`src/rtl/pbit_pkg.sv`:
```
// rtl/pbit_pkg.sv - shared FSM encoding, mode constants and node-order indices for the p-bit multiplier sampler
package pbit_pkg;

    localparam logic [2:0] ST_IDLE   = 3'd0;
    localparam logic [2:0] ST_CLAMP  = 3'd1;
    localparam logic [2:0] ST_BURN   = 3'd2;
    localparam logic [2:0] ST_SAMPLE = 3'd3;
    localparam logic [2:0] ST_DECIDE = 3'd4;
    localparam logic [2:0] ST_CHECK  = 3'd5;
    localparam logic [2:0] ST_DONE   = 3'd6;

    localparam logic MODE_FWD = 1'b0;
    localparam logic MODE_INV = 1'b1;

    // Node field index; a field's LSB within a node vector is index * N (p is 2N wide).
    localparam int NODE_A = 0;
    localparam int NODE_B = 1;
    localparam int NODE_P = 2;

    localparam int CNT_W = 16;

    // Majority vote; an exact half (even sample count) resolves to 0.
    function automatic logic decode_bit(input logic [CNT_W-1:0] count, input int samples);
        return ({count, 1'b0} > 17'(samples));
    endfunction

endpackage

```
`src/rtl/pbit_sample_acc.sv`:
```
// rtl/pbit_sample_acc.sv - bank of saturating per-node ones counters
module pbit_sample_acc
    import pbit_pkg::*;
#(
    parameter int NODES = 8
) (
    input  logic                   clk,
    input  logic                   rst,
    input  logic                   clr,
    input  logic                   inc_en,
    input  logic [NODES-1:0]       bits,
    output logic [NODES*CNT_W-1:0] counts
);

    always_ff @(posedge clk) begin
        if (rst || clr) begin
            counts <= '0;
        end else if (inc_en) begin
            for (int i = 0; i < NODES; i++) begin
                if (bits[i] && (counts[i*CNT_W +: CNT_W] != {CNT_W{1'b1}})) begin
                    counts[i*CNT_W +: CNT_W] <= counts[i*CNT_W +: CNT_W] + 1'b1;
                end
            end
        end
    end

endmodule

```
`src/rtl/pbit_mult_sampler.sv`:
```
// rtl/pbit_mult_sampler.sv - sequencer that clamps, anneals, samples and checks a p-bit multiplier network
module pbit_mult_sampler
    import pbit_pkg::*;
#(
    parameter int N         = 2,
    parameter int BURN      = 64,
    parameter int SAMPLES   = 255,
    parameter int MAX_RETRY = 3,
    localparam int RW = (MAX_RETRY > 0) ? $clog2(MAX_RETRY + 1) : 1
) (
    input  logic           CLK,
    input  logic           RST,
    input  logic           MODE,
    input  logic           valid_in,
    input  logic [N-1:0]   in1,
    input  logic [N-1:0]   in2,
    input  logic [2*N-1:0] op,
    output logic           ready,
    output logic [2*N-1:0] res,
    output logic           valid_res,
    output logic           sol_ok,
    output logic [RW-1:0]  retries,
    output logic           net_rst,
    output logic           net_run,
    output logic [4*N-1:0] net_clamp_en,
    output logic [4*N-1:0] net_clamp_val,
    input  logic [4*N-1:0] net_state
);

    localparam int NODES = 4 * N;
    localparam int W2    = 2 * N;

    logic [2:0]             state;
    logic [31:0]            phase;
    logic                   mode_q;
    logic [RW-1:0]          retry_cnt;
    logic [NODES-1:0]       dec;
    logic [NODES*CNT_W-1:0] counts;

    logic [N-1:0]  a_d;
    logic [N-1:0]  b_d;
    logic [W2-1:0] p_d;
    logic [W2-1:0] prod;
    logic          ok;

    assign a_d  = dec[NODE_A*N +: N];
    assign b_d  = dec[NODE_B*N +: N];
    assign p_d  = dec[NODE_P*N +: W2];
    assign prod = W2'(a_d) * W2'(b_d);
    assign ok   = (prod == p_d);

    assign ready   = (state == ST_IDLE);
    assign net_rst = (state == ST_CLAMP);
    assign net_run = (state == ST_BURN) || (state == ST_SAMPLE);

    pbit_sample_acc #(
        .NODES (NODES)
    ) u_acc (
        .clk    (CLK),
        .rst    (RST),
        .clr    (state == ST_CLAMP),
        .inc_en (state == ST_SAMPLE),
        .bits   (net_state),
        .counts (counts)
    );

    always_ff @(posedge CLK) begin
        if (RST) begin
            state         <= ST_IDLE;
            phase         <= '0;
            mode_q        <= MODE_FWD;
            retry_cnt     <= '0;
            dec           <= '0;
            res           <= '0;
            valid_res     <= 1'b0;
            sol_ok        <= 1'b0;
            retries       <= '0;
            net_clamp_en  <= '0;
            net_clamp_val <= '0;
        end else begin
            case (state)
                ST_IDLE: begin
                    if (valid_in) begin
                        mode_q    <= MODE;
                        retry_cnt <= '0;
                        if (MODE == MODE_FWD) begin
                            net_clamp_en  <= {{W2{1'b0}}, {N{1'b1}}, {N{1'b1}}};
                            net_clamp_val <= {{W2{1'b0}}, in2, in1};
                        end else begin
                            net_clamp_en  <= {{W2{1'b1}}, {W2{1'b0}}};
                            net_clamp_val <= {op, {W2{1'b0}}};
                        end
                        state <= ST_CLAMP;
                    end
                end
                ST_CLAMP: begin
                    phase <= '0;
                    state <= (BURN == 0) ? ST_SAMPLE : ST_BURN;
                end
                ST_BURN: begin
                    if (phase == 32'(BURN - 1)) begin
                        phase <= '0;
                        state <= ST_SAMPLE;
                    end else begin
                        phase <= phase + 32'd1;
                    end
                end
                ST_SAMPLE: begin
                    if (phase == 32'(SAMPLES - 1)) begin
                        phase <= '0;
                        state <= ST_DECIDE;
                    end else begin
                        phase <= phase + 32'd1;
                    end
                end
                ST_DECIDE: begin
                    for (int i = 0; i < NODES; i++) begin
                        dec[i] <= net_clamp_en[i] ? net_clamp_val[i]
                                                  : decode_bit(counts[i*CNT_W +: CNT_W], SAMPLES);
                    end
                    state <= ST_CHECK;
                end
                ST_CHECK: begin
                    if (!ok && (int'(retry_cnt) < MAX_RETRY)) begin
                        retry_cnt <= retry_cnt + 1'b1;
                        state     <= ST_CLAMP;
                    end else begin
                        valid_res <= 1'b1;
                        res       <= (mode_q == MODE_FWD) ? p_d : {b_d, a_d};
                        sol_ok    <= ok;
                        retries   <= retry_cnt;
                        state     <= ST_DONE;
                    end
                end
                ST_DONE: begin
                    valid_res <= 1'b0;
                    state     <= ST_IDLE;
                end
                default: state <= ST_IDLE;
            endcase
        end
    end

endmodule

```
`config.mk`:
```
export PLATFORM = sky130hd
export DESIGN_NAME = pbit_mult_sampler
export DESIGN_NICKNAME = d
export VERILOG_FILES = /design/src/rtl/pbit_pkg.sv /design/src/rtl/pbit_sample_acc.sv /design/src/rtl/pbit_mult_sampler.sv
export SDC_FILE = /design/constraint.sdc
export NUM_CORES = 1
export LEC_CHECK = 0
export ABC_AREA = 0
export BUFFER_PORTS_ARGS = -buffer_cell sky130_fd_sc_hd__buf_2
export CORE_MARGIN = 8
export CORE_UTILIZATION = 40
export DETAILED_ROUTE_END_ITERATION = 16
export PLACE_DENSITY = 0.63
export SETUP_SLACK_MARGIN = 0.5
export SLEW_MARGIN = 20
export SYNTH_ARGS = -nofsm -noshare
export SYNTH_HDL_FRONTEND = slang
export SYNTH_HIERARCHICAL = 1
export SYNTH_SLANG_ARGS = --single-unit
export TNS_END_PERCENT = 20
```
`constraint.sdc`:
```
create_clock -name CLK -period 2.3 [get_ports CLK]
set_input_delay 0.115 -clock CLK [delete_from_list [all_inputs] [get_ports CLK]]
set_output_delay 0.115 -clock CLK [all_outputs]
set_load 0.01 [all_outputs]
```
* Word level (Yosys, flattened, before mapping)
Cells that the tools add are included.
** Cells by class
- Add/subtract/negate cells :: 10
- Multipliers :: 1
- Order comparisons :: 9
- Equal/unequal tests :: 22
- Multiplexer cells :: 24
- Bitwise logic cells :: 1
- Reduce and logical (&&, ||, !) cells :: 29
** Operators with widths (count)
- > comparator 17 x 8 -> 1 bit, second input constant :: 8
- adder 16 x 1 -> 16 bit, second input constant :: 8
- != test 16 bit, second input constant :: 8
- one-hot mux 32 bit (3 select lines) :: 1
- two-way mux 32 bit :: 2
- adder 32 x 1 -> 32 bit, second input constant :: 1
- == test 32 x 6 -> 1 bit, second input constant :: 1
- == test 32 x 8 -> 1 bit, second input constant :: 1
- AND reduction 2 bit :: 11
- one-hot mux 3 bit (6 select lines) :: 1
- two-way mux 8 bit :: 2
- two-way mux 3 bit :: 4
- == test 3 bit, second input constant :: 3
- logical AND 1 bit :: 9
- two-way mux 1 bit :: 9
- != test 2 bit, second input constant :: 4
- == test 3 x 2 -> 1 bit, second input constant :: 2
- AND reduction 3 bit :: 2
- == test 4 bit :: 1
- multiplier 2 x 2 -> 4 bit :: 1
- two-way mux 2 bit :: 2
- two-way mux 4 bit :: 1
- one-hot mux 2 bit (2 select lines) :: 1
- nonzero test 2 bit :: 2
- other kinds (10) :: 11
** Storage, ports and cells
- Register bits :: 198
- Bits of input ports :: 20

* Longest topological paths before layout
- Depth after elaboration :: 6
- Mapped depth :: 12
- Mapped depth without buffers :: 9

* Modules after synthesis
The synthesis kept the hierarchy.
** By module, submodules not included
- pbit_sample_acc :: instances 1, cells an instance 725, area an instance 6269.8 um^2
- pbit_mult_sampler :: instances 1, cells an instance 417, area an instance 3443.3 um^2

* Worst setup path after synthesis
No wires, ideal clock.
- Path type :: register -> register
- From :: register state[0]
- To :: register u_acc.counts[16]
- Arrival time :: 2.064 ns
- Required time :: 2.172 ns
- Setup slack :: 0.108 ns
- Stages on the path, launching flop included :: 8
- Path buffers :: 4
- Period minus slack after synthesis :: 2.192 ns
- Cells stage by stage :: dfxtp_1 clkbuf_1 nor3b_1 or2_2 clkbuf_1 clkbuf_1 buf_1 nor2_1
** On the way
- Cells in the longest elaborated chain, start to end :: 2
- Elaborated cells on any way between the ends :: 4
** RTL lines
- start: declaration :: RTL line pbit_mult_sampler.sv:33 : logic [2:0] state;
- start signal: assignment :: RTL line pbit_mult_sampler.sv:98 : state <= (BURN == 0) ? ST_SAMPLE : ST_BURN;
- == test 3 x 1 -> 1 bit
- net net_rst :: RTL line pbit_mult_sampler.sv:23 : output logic net_rst,
- logical OR 1 bit :: RTL line pbit_sample_acc.sv:16 : if (rst || clr) begin
- end signal: indexed assignment :: RTL line pbit_sample_acc.sv:21 : counts[i*CNT_W +: CNT_W] <= counts[i*CNT_W +: CNT_W] + 1'b1;
- end: declaration :: RTL line pbit_sample_acc.sv:12 : output logic [NODES*CNT_W-1:0] counts
The timed path passes the listed nets, and every way through them passes these cells.
A chain may end at the register's enable or synchronous reset.

* Worst setup path in the final report
- From :: register phase[15]
- To :: register phase[22]
** On the way
- Cells in the longest elaborated chain, start to end :: 3
- Elaborated cells on any way between the ends :: 6
** RTL lines
- start: declaration :: RTL line pbit_mult_sampler.sv:34 : logic [31:0] phase;
- start signal: assignment :: RTL line pbit_mult_sampler.sv:105 : phase <= phase + 32'd1;
- start signal: assignment :: RTL line pbit_mult_sampler.sv:113 : phase <= phase + 32'd1;
- adder 32 x 1 -> 32 bit (tied with other cells) :: RTL line pbit_mult_sampler.sv:105, pbit_mult_sampler.sv:113
- two-way mux 32 bit, on equally long branches :: RTL line pbit_mult_sampler.sv:109, pbit_mult_sampler.sv:101
- one-hot mux 32 bit (3 select lines) (*) :: RTL line pbit_mult_sampler.sv:81 : case (state)
Mark *: on every way between the ends. The rest lies on a longest branch, timed or not.

==> reports/qor.log <==
[critical_path] sort of element at the start of the critical path flip-flop
[drt] Total Wirelength 24200 um
[critical_path] Crit. Startpoint phase[15]$_SDFFE_PP0P_
[floorplan] Starting Density 40.3%
[clock_network] sink count of the clock tree 191
[clock_network] clk root buf sky130_fd_sc_hd__clkbuf_16
[synthesis] share of the yosys chip area belonging to registers 39.4%
[clock_network] Max Buffers Root-to-Sink 2
[clock_network] number of CTS-inserted buffers 17
[drt] via density per instance 5.52
[critical_path] highest net fanout along the worst path 8
[power] pwr/cell area 625 nW/um2
[drt] number of design-rule violations left by the first detailed-router iteration 553
[sta] setup TNS 0 ps
[critical_path] startpoint of the most critical register-to-register path phase[15]$_SDFFE_PP0P_
[finish] final-stage net count 1283
[power] maximum VDD drop 315 uV
[drt] WL per Instance 15.2 um
[finish] FILL cells 2346
[min_path] hold path startpoint op[1]
[power] Final Power 7.49 mW
[sta] max-slew violation total from the final report 0
[synthesis] Synth area leaders sky130_fd_sc_hd__dfxtp_1 39%, sky130_fd_sc_hd__nor2_1 6.2%, sky130_fd_sc_hd__xnor2_1 5.0%
[drt] Detailed Routing Iterations Pass 1 5
[synthesis] synthesized area divided by synthesized cell count 8.51 um2
[synthesis] number of distinct standard cells referenced by the synthesized netlist 83
[synthesis] synthesized netlist cell count 1142
[sta] Final Critical Period 1920 ps
[min_path] class of the tightest hold or removal check primary input to flip-flop
[synthesis] number of enable-type register cells in the synthesized netlist 0
[placement] number of port buffers 46
[synthesis] post-synthesis instance area 9710 um2
[clock_network] number of H-tree branching levels 4
[sta] setup repair after global routing missed its margin true
[placement] Placed Cells incl. Taps 1493
[floorplan] floorplan die width 172 um
[finish] final cell utilization of the core 49.7%
[sta] relative slew slack 51.4%
[synthesis] top cell type by total area after synthesis sky130_fd_sc_hd__dfxtp_1
[synthesis] total number of yosys warnings 6
[floorplan] row count 57
[job] count of maximum capacitance violations 0
[synthesis] Synth top cells by count 191 x sky130_fd_sc_hd__dfxtp_1, 161 x sky130_fd_sc_hd__nor2_1, 91 x sky130_fd_sc_hd__nand2_1
[global_route] maximum number of pins on one net before global-route repair 34
[sta] Layout Skew 11.3 ps
[placement] GPL Wtd Cong 0.831
[sta] crit share post-route 83.4%
[sta] count of endpoints failing hold in the final timing report 0
[sta] Worst Hold Margin 34.8 ps
[finish] share of final-layout standard cells stronger than drive strength 1 23.0%
[critical_path] data required time at the worst endpoint 2610 ps
[global_route] remaining global-route overflow 0
[synthesis] top-area cell type share of the netlist area 39.4%
[placement] worst slack at placement 176 ps
[drt] antenna-violating nets left 0
[placement] estimated wirelength of the detail-placed design 16000 um
[sta] setup violators final 0
[sta] transition at the pin with the smallest max-transition slack 726 ps
[floorplan] Std-Cell Core Area 24100 um2
[outcome] run status completed
[clock_network] clock transition at the registers of the reported paths 70 ps
[placement] DP Area 10500 um2
[clock_network] Worst-Skew Late Latency 430 ps
[floorplan] area enclosed by the die boundary 29500 um2
[clock_network] clock tree from TritonCTS yes
[synthesis] syn nets 1175
[sta] maximum clock rate 522 MHz
[finish] Non-Filler Cell Area, Final 12000 um2
[synthesis] Main synth FF type sky130_fd_sc_hd__dfxtp_1
[finish] area grow syn2layout 23.4%
[synthesis] dominant cell by count in the synthesized netlist sky130_fd_sc_hd__dfxtp_1
[power] leakage power 4.28 nW
[finish] diode count 0
[critical_path] type of element capturing the critical path flip-flop
[global_route] first-pass GRT wire length 39600 um
[global_route] number of antenna violations at the first check in global routing 0
[floorplan] die span in y 172 um
[floorplan] number of I/O pins 47
[critical_path] arrival time worst endpoint 2230 ps
[drt] vias 8761
[synthesis] share of synthesized flip-flops with an asynchronous set or reset 0%
[global_route] via count of the first global-routing pass 8031
[critical_path] type of the worst setup path flip-flop to flip-flop
[synthesis] total of flip-flops plus latches after synthesis 191
[global_route] Overall Global Routing Usage 16.4%
[sta] worst setup margin 383 ps
[finish] Final Instance Count excl. Fillers 1587
[drt] DRC 0
[layout by cell type (no fill, tap or decap), types with 11 or more instances in the layout]
cell type,netlist,layout
sky130_fd_sc_hd__inv_1,22,21
sky130_fd_sc_hd__nand3_1,70,67
sky130_fd_sc_hd__nor3_1,34,28
sky130_fd_sc_hd__dfxtp_2,0,16
sky130_fd_sc_hd__buf_4,11,74
sky130_fd_sc_hd__xnor2_1,55,52
sky130_fd_sc_hd__nor4_1,24,16
sky130_fd_sc_hd__mux2i_1,11,11
sky130_fd_sc_hd__and4_1,15,13
sky130_fd_sc_hd__a21oi_1,62,58
sky130_fd_sc_hd__o21ai_0,30,29
sky130_fd_sc_hd__xor2_1,52,52
sky130_fd_sc_hd__or3_1,17,15
sky130_fd_sc_hd__dfxtp_1,191,171
sky130_fd_sc_hd__or4_1,16,15
sky130_fd_sc_hd__buf_2,8,46
sky130_fd_sc_hd__nor2_1,161,159
sky130_fd_sc_hd__clkbuf_16,0,17
sky130_fd_sc_hd__and3_1,15,14
sky130_fd_sc_hd__nand2_1,91,88
sky130_fd_sc_hd__a211oi_1,16,15
sky130_fd_sc_hd__nand4_1,49,49
[logic make-up (layout without fill, tap and decap cells)]
kind of cell | count (synthesis) | in the layout | synth area share, %
flops | 191 | 191 | 39.4
xor+xnor | 107 | 107 | 9.65
simple gates | 572 | 573 | 32.1
compound gates | 175 | 178 | 12.6
fa+ha+maj | 13 | 13 | 1.67
buf+inv | 72 | 189 | 3.31
mux | 12 | 12 | 1.25
[worst max-delay path, cell delays in order (launching register included)]
cell and delay [ps]:
sky130_fd_sc_hd__dfxtp_2 360, sky130_fd_sc_hd__nor4_2 320, sky130_fd_sc_hd__nand4_1 250, sky130_fd_sc_hd__o31ai_4 480, sky130_fd_sc_hd__buf_6 190, sky130_fd_sc_hd__a211o_1 110, sky130_fd_sc_hd__o221ai_2 80
[registers in the layout, indices dropped and copies added (netlist names), 2 cells and up]
signal / count
retries: 2
net_clamp_val: 8
net_clamp_en: 2
res: 4
state: 3
retry_cnt: 2
dec: 8
u_acc/counts: 128
phase: 32
[repair_timing]
item | 4_1_cts | 5_1_grt
gates resized for setup | 49 | 50
hold buffers | 6 | 0
setup endpoints to repair | 140 | 168
hold endpoints to repair | 6 | 0
gates cloned | 4 | 1
pin swaps | 28 | 24
setup buffers | 29 | 22
[report_power, final]
group / switching, mW / internal [mW] / total, mW
clock network: 1.44 / 1.45 / 2.89
logic: 0.702 / 0.463 / 1.17
registers: 0.0733 / 3.36 / 3.43
[cell type report]
type                       count  area, um2  area share [%]
clock buffer                  18        429            3.58
clock inverter                14        144            1.20
inverter                      23       93.8           0.783
multi-input combinational    883       6080            50.7
sequential                   191       3860            32.2
tap                          324        405            3.38
timing repair buffer         134        973            8.12
[worst paths after layout]
check                                   to  slack, ps  cells past startpoint
max                 phase[22]$_SDFFE_PP0P_        380                      6
min          net_clamp_val[5]$_SDFFE_PP0P_         30                      3
max reg2reg         phase[22]$_SDFFE_PP0P_        380                      6
min reg2reg  net_clamp_val[1]$_SDFFE_PP0P_        470                      2
[metal layers]
metal	vias to the layer above	GRT usage, %	wire length (um)
li1	4363	-	-
met1	4198	21.3	11400
met2	181	27.2	11400
met3	19	3.67	1170
met4	0	4.50	280
met5	-	0	0
No activity file was read; power rests on OpenSTA's default activity.
